`src/rtl/hex_timer_ctrl_pkg.sv`:
```
// Shared definitions for the interval timer controller: state encoding and default width.
package hex_timer_ctrl_pkg;

  localparam int unsigned WIDTH_DEF = 4;

  // 2'd3 is unreachable; the controller treats it as IDLE.
  typedef enum logic [1:0] {
    ST_IDLE = 2'd0,
    ST_RUN  = 2'd1,
    ST_DONE = 2'd2
  } state_t;

endpackage

```
`src/rtl/hex_timer_cnt.sv`:
```
// Enable-chained binary counter built from per-bit toggle stages.
// clr has priority over en. res is an asynchronous clear.
module hex_timer_cnt
  import hex_timer_ctrl_pkg::*;
#(
  parameter int unsigned WIDTH = WIDTH_DEF
) (
  input  logic             clk,
  input  logic             res,
  input  logic             clr,
  input  logic             en,
  output logic [WIDTH-1:0] q
);

  logic [WIDTH-1:0] tgl;

  // Stage i toggles when en is high and all lower bits are 1.
  always_comb begin
    logic acc;
    acc = en;
    tgl = '0;
    for (int unsigned i = 0; i < WIDTH; i++) begin
      tgl[i] = acc;
      acc    = acc & q[i];
    end
  end

  always_ff @(posedge clk or posedge res) begin
    if (res) begin
      q <= '0;
    end else if (clr) begin
      q <= '0;
    end else begin
      q <= q ^ tgl;
    end
  end

endmodule

```
`src/rtl/hex_timer_ctrl.sv`:
```
// Interval timer controller: sequences the counter through IDLE/RUN/DONE and
// produces one-cycle start_ack and terminal-count tick pulses.
module hex_timer_ctrl
  import hex_timer_ctrl_pkg::*;
#(
  parameter int unsigned WIDTH = WIDTH_DEF
) (
  input  logic             clk,
  input  logic             res,
  input  logic             start,
  input  logic             stop,
  input  logic             pause,
  input  logic             mode,
  input  logic [WIDTH-1:0] tc_val,
  output logic             start_ack,
  output logic             busy,
  output logic             done,
  output logic             tick,
  output logic [WIDTH-1:0] q
);

  state_t           state;
  logic [WIDTH-1:0] tc_reg;
  logic             mode_reg;
  logic             cnt_clr;
  logic             cnt_en;
  logic             tc_hit;
  logic             accept;

  assign tc_hit = (q == tc_reg);
  assign accept = start & ~stop & (state != ST_RUN);

  // Counter control is derived from the same sampled inputs as the FSM, so the
  // counter and the state register move together on each edge.
  always_comb begin
    cnt_clr = 1'b0;
    cnt_en  = 1'b0;
    case (state)
      ST_IDLE: cnt_clr = start & ~stop;
      ST_RUN: begin
        if (stop) begin
          cnt_clr = 1'b1;
        end else if (!pause) begin
          if (tc_hit) begin
            cnt_clr = mode_reg;
          end else begin
            cnt_en = 1'b1;
          end
        end
      end
      ST_DONE: cnt_clr = start | stop;
      default: cnt_clr = 1'b1;
    endcase
  end

  hex_timer_cnt #(.WIDTH(WIDTH)) u_cnt (
    .clk (clk),
    .res (res),
    .clr (cnt_clr),
    .en  (cnt_en),
    .q   (q)
  );

  always_ff @(posedge clk or posedge res) begin
    if (res) begin
      state     <= ST_IDLE;
      tc_reg    <= '0;
      mode_reg  <= 1'b0;
      start_ack <= 1'b0;
      tick      <= 1'b0;
    end else begin
      start_ack <= 1'b0;
      tick      <= 1'b0;
      if (accept) begin
        tc_reg   <= tc_val;
        mode_reg <= mode;
      end
      case (state)
        ST_IDLE: begin
          if (accept) begin
            start_ack <= 1'b1;
            state     <= ST_RUN;
          end
        end
        ST_RUN: begin
          if (stop) begin
            state <= ST_IDLE;
          end else if (!pause && tc_hit) begin
            tick <= 1'b1;
            if (!mode_reg) begin
              state <= ST_DONE;
            end
          end
        end
        ST_DONE: begin
          if (stop) begin
            state <= ST_IDLE;
          end else if (accept) begin
            start_ack <= 1'b1;
            state     <= ST_RUN;
          end
        end
        default: state <= ST_IDLE;
      endcase
    end
  end

  assign busy = (state == ST_RUN);
  assign done = (state == ST_DONE);

endmodule

```
`config.mk`:
```
export PLATFORM = sky130hd
export DESIGN_NAME = hex_timer_ctrl
export DESIGN_NICKNAME = d
export VERILOG_FILES = /design/src/rtl/hex_timer_ctrl_pkg.sv /design/src/rtl/hex_timer_cnt.sv /design/src/rtl/hex_timer_ctrl.sv
export SDC_FILE = /design/constraint.sdc
export NUM_CORES = 1
export LEC_CHECK = 0
export ABC_AREA = 1
export CAP_MARGIN = 25
export CORE_MARGIN = 2
export CORE_UTILIZATION = 54
export CTS_BUF_LIST = sky130_fd_sc_hd__clkbuf_4 sky130_fd_sc_hd__clkbuf_8
export DETAILED_ROUTE_END_ITERATION = 12
export PLACE_DENSITY = 0.86
export SYNTH_ARGS = -nofsm -noshare
export SYNTH_HDL_FRONTEND = slang
export SYNTH_SLANG_ARGS = --single-unit
```
`constraint.sdc`:
```
create_clock -name clk -period 2.87 [get_ports clk]
set_input_delay 0.4305 -clock clk [delete_from_list [all_inputs] [get_ports clk]]
set_output_delay 0.4305 -clock clk [all_outputs]
set_load 0.02 [all_outputs]
```
# Word level (Yosys, flattened, before mapping)
# Cells that the tools add are included.
[op_classes]
n_eq_ne = 6
muxes = 21
bitwise_logic = 8
reduce_logical = 4
[ops]
columns = ["operator", "count"]
rows = [
  ["2-to-1 mux 1 bit", 12],
  ["2-to-1 mux 2 bit", 5],
  ["one-hot mux 2 bit (3 select lines)", 1],
  ["bitwise AND 1 bit", 5],
  ["equality test 4 bit", 1],
  ["2-to-1 mux 4 bit", 1],
  ["bitwise XOR 4 bit", 1],
  ["!= test 3 x 2 -> 1 bit, second input constant", 1],
  ["!= test 3 bit, second input constant", 1],
  ["one-hot mux 1 bit (3 select lines)", 1],
  ["equality test 2 x 1 -> 1 bit, second input constant", 1],
  ["equality test 2 bit, second input constant", 1],
  ["zero test 2 bit", 1],
  ["!= test 2 x 1 -> 1 bit, second input constant", 1],
  ["one-hot mux 1 bit (2 select lines)", 1],
  ["AND reduction 2 bit", 1],
  ["logical AND 1 bit", 1],
  ["zero test 1 bit", 1],
  ["inverter 1 bit", 1],
  ["OR 1 bit", 1],
]
[totals]
reg_bits = 13
inputBits = 10
out_inout_bits = 8
wordCells = 45

# Logic depth before layout (Yosys ltp)
# Gate-level depths: netlist of the first run.
[depth]
ltp_word = 10
depth_mapped = 11
mapped_depth_nobuf = 11

# Hierarchy
# Synthesis of the first run repeated with hierarchy kept, for this count alone.
[hier_totals]
hier_cells = 105
hier_area_um2 = 823.3
[modules_own_cells]
columns = ["module", "n_inst", "cells_per_inst", "area_each_um2", "seq_area_each_um2"]
rows = [
  ["hex_timer_ctrl", 1, 86, 638.1, 225.2],
  ["hex_timer_cnt", 1, 19, 185.2, 100.1],
]

# Worst setup path before layout of the first run
# Ideal clock, no wire load.
[synth_path]
path_type = "flip-flop to flip-flop"
start = "register state[1]"
end = "register u_cnt.q[3]"
setup_time_ns = 0.120
t_arrival_ns = 1.704
t_required_ns = 2.750
path_slack_ns = 1.045
stages_incl_launch_ff = 11
path_buffers = 0
period_less_slack_ns = 1.825
path_cell_list = "dfrtp_1 > inv_1 > ha_1 > inv_1 > nor2_1 > and3_1 > ha_1 > ha_1 > ha_1 > xnor2_1 > nor2_1"
[synth_between]
elab_chain_cells = 7
elab_cells_between_ends = 10
classes_between = "eq/ne: 2; mux: 3; bitwise: 4; reduce/logical: 1"
[synth_lines]
columns = ["item", "line", "rtl"]
rows = [
  ["from (decl)", "hex_timer_ctrl.sv:22", "state_t state;"],
  ["from (signal assigned)", "hex_timer_ctrl.sv:66", "state <= ST_IDLE;"],
  ["from (signal assigned)", "hex_timer_ctrl.sv:82", "state <= ST_RUN;"],
  ["from (signal assigned)", "hex_timer_ctrl.sv:87", "state <= ST_IDLE;"],
  ["equality test 2 x 1 -> 1 bit (*)", "-", ""],
  ["via busy", "hex_timer_ctrl.sv:16", "output logic busy,"],
  ["2-to-1 mux 1 bit", "hex_timer_ctrl.sv:38", "case (state)"],
  ["bitwise AND 1 bit (3 in a row)", "hex_timer_cnt.sv:24", "acc = acc & q[i];"],
  ["bitwise XOR 4 bit", "hex_timer_cnt.sv:34", "q <= q ^ tgl;"],
  ["2-to-1 mux 4 bit (*)", "hex_timer_cnt.sv:31", "end else if (clr) begin"],
  ["to (signal assigned)", "hex_timer_cnt.sv:34", ""],
  ["to (decl)", "hex_timer_cnt.sv:12", "output logic [WIDTH-1:0] q"],
]
# Mark *: on every way through the listed nets, which the timed path passes. The rest lies on a longest branch.
# A chain may end at the register's enable or synchronous reset.

# Worst setup path in the final report of the first run
[layout_path]
start = "register state[0]"
end = "output done"
[layout_between]
elab_chain_cells = 1
[layout_lines]
columns = ["item", "line", "rtl"]
rows = [
  ["equality test 2 bit", "hex_timer_ctrl.sv:109", "assign done = (state == ST_DONE);"],
  ["to (decl)", "hex_timer_ctrl.sv:17", "output logic done,"],
]
# Every way passes these cells.

==> metrics.yaml, run 1 <==
outcome: "completed"
hpwlAfterDp_microns: 1124
tightestPinTransition_ns: 0.4979
first_pass_iters: 5
critPathCaptureType: "primary output"
hold_class: "input pin to async pin"
clock-sinks: 13
nFillCells: 98
fp.dieW_microns: 41.04
intPower_w: 0.0004427
cts.clk_slew.worst_paths_ns: 0.08
min_period_over_period_pct: 72.34
swShare_pct: 41.86
syn_area_sq_um: 740.7
seqCellArea_sq_um: 325.3
synth-warning-count: 0
dieHeight_microns: 41.04
cts_tree: "done"
initial_core_util_pct: 57.64
totalWireLength_microns: 1473
arrival_ns: 1.65
p_clk_share_pct: 16.5
ctsHoldBuffers: 0
rsz0062_at_grt: "no"
p_sw_w: 0.0003187
area_delta_synth_final_pct: 28.55
gp_congestion: 0.7587
cts_setup_buffers: 0
finalNetCount: 134
multi_input_area_sq_um: 329.1
fp.dieArea_sq_um: 1684
fin_skew_ns: 0.003686
rrSetupSlack_ns: 1.03
root_buffer: "clkbuf_4"
setup_viol: 0
htree_levels: 1
crit_required_ns: 2.44
grt_use_total_pct: 20.66
slew_headroom_pct: 66.77
vias_per_cell: 4.893
hold_ws_ns: 0.4615
cts_resized: 0
finalCriticalPeriod_ns: 2.076
vias: 641
grt_max_degree: 14
core_sq_um: 1285
synth_cells: 96
ys_ff_latch: 13
grt_pass1_vias: 590
clkLatencyLatePin_ns: 0.28
p_leak_nw: 0.4920
start_kind: "flip-flop"
maxSlewViolCount: 0
p_comb_share_pct: 47.9
cap_violations: 0
drc: 0
diodes: 0
drt-initial-drc-count: 9
avgSynthCellArea_sq_um: 7.716
vdd_drop_max_v: 0.0004693
portBuffers: 17
powerDensity_nw_per_um2: 799.6
antenna_found_initial: 0
io_pins: 18
num_rows: 13
crit_type: "flip-flop to primary output"
cts_buffers: 3
yosysSeqAreaShare_pct: 43.92
layout-drive-gt1-share_pct: 6.034
mappedNetlistNets: 113
overflow: 0
fmax_ghz: 0.4816
finalHoldViolCount: 0
power_frac_seq_pct: 35.5
critPathMaxFanout: 4
grt_pass1_wl_microns: 2180
tns_ns: 0
antenna_left: 0
clk_path_buf_depth: 2
wl_per_cell_microns: 11.24
synth.distinct_cells: 16
cell usage in the layout, fill, tap and decap left out, drive strengths merged:
| master | instances |
|---|---|
| inv | 21 |
| nand2 | 20 |
| clkdlybuf4s50 | 17 |
| nor2 | 17 |
| dfrtp | 13 |
| a21oi | 7 |
| ha | 7 |
| clkbuf | 4 |
| nand3 | 3 |
| nand4 | 2 |
| o21ai | 1 |
| and3 | 1 |
| xnor2 | 1 |
| nor3 | 1 |
| a22oi | 1 |
through the flow:
step	cells	cell area [sq um]	power (W)	worst slack [ns]	utilization, %
finish	131	952.2	0.0007613	0.7937	74.10
detailed placement	127	922.1	0.0006341	0.8244	71.76
global placement	127	922.1	0.0006131	0.8517	71.76
CTS	131	952.2	0.0007624	0.7861	74.10
global route	131	952.2	0.0008156	0.7326	74.10
floorplan	96	740.7	0.0005212	1.045	-
synthesized netlist by cell type (all sizes together):
| library cell | count | area share, % |
|---|---|---|
| nor2 | 17 | 9.3 |
| a22oi | 1 | 1.0 |
| o21ai | 1 | 0.68 |
| dfrtp | 13 | 44 |
| xnor2 | 1 | 1.2 |
| inv | 21 | 11 |
| a21oi | 7 | 4.7 |
| buf | 1 | 1.0 |
| and3 | 1 | 0.85 |
| nand2 | 20 | 10 |
| nand4 | 2 | 1.7 |
| ha | 7 | 12 |
| nor3 | 1 | 0.68 |
| nand3 | 3 | 2.0 |
cell families (layout without fill, tap and decap cells):
logic type	Yosys count	count (layout)	share of synthesized area (%)
XOR/XNOR	1	1	1.183
buffers and inverters	22	42	11.66
AO/OA/AOI/OAI	9	9	6.418
AND/OR/NAND/NOR	44	44	25.00
flip-flops	13	13	43.92
adder cells (fa/ha/maj)	7	7	11.82
path summary, 6_finish.rpt:
| path | start | to | depth (start not counted) |
|---|---|---|---|
| min in group clk | tc_reg[0] | tc_reg[0] | 2 |
| hold / removal | res | tc_reg[2] | 2 |
| setup reg to reg | state[1] | u_cnt.q[3] | 10 |
| setup / recovery | state[0] | done | 3 |
| hold reg to reg | tc_reg[0] | tc_reg[0] | 2 |
| max in group asynchronous | res | state[0] | 2 |
power by group through the flow:
stage          logic (W)  clock network [W]  registers (W)
6_report        0.000365           0.000126       0.000270
2_1_floorplan   0.000242                  0       0.000279
4_1_cts         0.000365           0.000127       0.000270
5_1_grt         0.000404           0.000136       0.000276
3_3_place_gp    0.000343                  0       0.000270
3_5_place_dp    0.000361                  0       0.000273
layout make-up:
cell class	count	share of cell area, %
repair buffers	17	17.87
clock buffers	4	3.154
flip-flops and latches	13	34.17
inverters	21	8.279
multi-input cells	61	34.56
well taps	15	1.971
layer usage:
metal | share of wire [%] | vias up | global-route usage (%)
li1 | - | 331 | -
met1 | 42 | 290 | 21.92
met2 | 51 | 15 | 36.33
met3 | 4.1 | 5 | 4.891
met4 | 2.2 | 0 | 12.50
met5 | 0 | - | 0
critical path: stages, from the launching register on:
cell,delay [ns]
dfrtp_1,0.40
inv_1,0.11
ha_1,0.23
clkdlybuf4s50_1,0.63
No activity file was read; power rests on OpenSTA's default activity.
==> run 2, diff against run 1 <==
--- a/config.mk
+++ b/config.mk
@@ -8,10 +8,10 @@
 export ABC_AREA = 1
 export CAP_MARGIN = 25
 export CORE_MARGIN = 2
-export CORE_UTILIZATION = 54
+export CORE_UTILIZATION = 45
 export CTS_BUF_LIST = sky130_fd_sc_hd__clkbuf_4 sky130_fd_sc_hd__clkbuf_8
 export DETAILED_ROUTE_END_ITERATION = 12
-export PLACE_DENSITY = 0.86
+export PLACE_DENSITY = 0.77
 export SYNTH_ARGS = -nofsm -noshare
 export SYNTH_HDL_FRONTEND = slang
 export SYNTH_SLANG_ARGS = --single-unit
==> constraint.sdc (replaced) <==
create_clock -name clk -period 1.85 [get_ports clk]
set_input_delay 0.2775 -clock clk [delete_from_list [all_inputs] [get_ports clk]]
set_output_delay 0.2775 -clock clk [all_outputs]
set_load 0.02 [all_outputs]
==> metrics.yaml, run 2 (synthesis results as in run 1) <==
hold_class: "input pin to async pin"
gr-usage-met1_pct: 21.99
met2_usage_pct: 29.57
clkLatencyLatePin_ns: 0.27
crit_type: "flip-flop to flip-flop"
drc: 0
fin_skew_ns: 0.001758
path_buf_inv: 1
vdd_drop_max_v: 0.0008401
grt_pass1_vias: 633
hpwlAfterDp_microns: 1180
antenna_found_initial: 0
crit_top_cell: "ha_1"
stdcell_area_sq_um: 1022
diodes: 0
maxSlewViolCount: 0
p_total_w: 0.001236
io_pins: 18
root_buffer: "clkbuf_4"
cp_slowest_cell: "dfrtp_1"
finalNetCount: 143
tns_ns: 0
overflow: 0
vias_per_cell: 4.922
cap_violations: 0
initial_core_util_pct: 48.60
finalHoldViolCount: 0
crit_required_ns: 2.01
final_core_util_pct: 67.08
grt_pass1_wl_microns: 2559
dieHeight_microns: 44.57
final_cell_mix: "inv_1, nand2_1, nor2_1, clkdlybuf4s50_1, dfrtp_1"
busiest_layer: "met2"
critPathMaxFanout: 3
first_pass_iters: 4
critPathCaptureType: "flip-flop"
nFillCells: 119
final_common_cell: "inv_1"
arrival_ns: 2.01
gp_congestion: 0.8658
max_stage_delay_ns: 0.40
crit_family: "adder cells"
outcome: "completed"
crit_chain: "ha_1 > inv_1 > nor2_1 > and3_1 > ha_1 > ha_1 > ha_1 > xnor2_1 > nor2_1"
powerDensity_nw_per_um2: 1209
vias: 694
p_leak_nw: 0.5584
htree_levels: 1
tightestPinTransition_ns: 0.4843
clock-sinks: 13
clk_path_buf_depth: 2
grt_use_total_pct: 17.78
dpl-instance-area_sq_um: 938.4
cts_tree: "done"
area_delta_synth_final_pct: 38.01
place_inst: 130
cts.clk_slew.worst_paths_ns: 0.08
fp.dieArea_sq_um: 1986
fin_cells: 141
grtUsageMet3_pct: 6.531
antenna_left: 0
drt-initial-drc-count: 15
min_period_over_period_pct: 99.85
portBuffers: 17
num_rows: 14
start_kind: "flip-flop"
fmax_ghz: 0.5413
fp.dieW_microns: 44.57
slew_headroom_pct: 67.68
cts_buffers: 3
finalCriticalPeriod_ns: 1.847
wl_per_cell_microns: 11.32
totalWireLength_microns: 1596
rsz0062_at_grt: "yes"
core_sq_um: 1524
setup_viol: 0
ctsHoldBuffers: 0
layout-drive-gt1-share_pct: 12.80
grt_max_degree: 14
[run 2: final timing paths]
| path | slack [ns] | end | depth (start not counted) | startpoint |
|---|---|---|---|---|
| max in group asynchronous | 1.21 | u_cnt.q[2] | 2 | res |
| min in group clk | 0.54 | tc_reg[0] | 2 | tc_reg[0] |
| min reg2reg | 0.54 | tc_reg[0] | 2 | tc_reg[0] |
| max reg2reg | 0.003 | u_cnt.q[3] | 9 | state[0] |
| max | 0.003 | u_cnt.q[3] | 9 | state[0] |
| min | 0.31 | tc_reg[2] | 2 | res |
[run 2: per-layer routing]
metal  vias up  part of all wire [%]
li1        350                     -
met3         0                   6.2
met5         -                     0
met1       323                    42
met2        21                    52
met4         0                     0
[run 2: report_power, final]
part / switching, W / leakage [nW] / internal, W
sequential: 0.0000464 / 0.164 / 0.000364
clock: 0.0000908 / 0.0184 / 0.0000983
combinational: 0.000362 / 0.376 / 0.000274
total: 0.000499 / 0.558 / 0.000736
[run 2: area by class of cell]
| class | count | area (sq um) | share of cell area, % |
|---|---|---|---|
| clock buffers | 4 | 30.03 | 2.938 |
| flip-flops and latches | 13 | 325.3 | 31.82 |
| multi-input cells | 61 | 329.1 | 32.19 |
| well taps | 16 | 20.02 | 1.958 |
| repair buffers | 26 | 239.0 | 23.38 |
| inverters | 21 | 78.83 | 7.711 |
[run 2: stage by stage]
step                      worst slack [ns]  hold slack (ns)
final                             0.002723           0.3130
after detailed placement          -0.03843           0.5331
after global routing               -0.1726           0.3514
after CTS                          0.03692           0.3292
after global placement            -0.01059           0.5186
after floorplan                    0.02547           0.1545
[run 2: timing repair]
| item | in CTS | in global routing |
|---|---|---|
| buffers inserted | 0 | 7 |
| pin swaps | 0 | 2 |
| setup endpoints to repair | 1 | 3 |
| resized for setup | 1 | 1 |
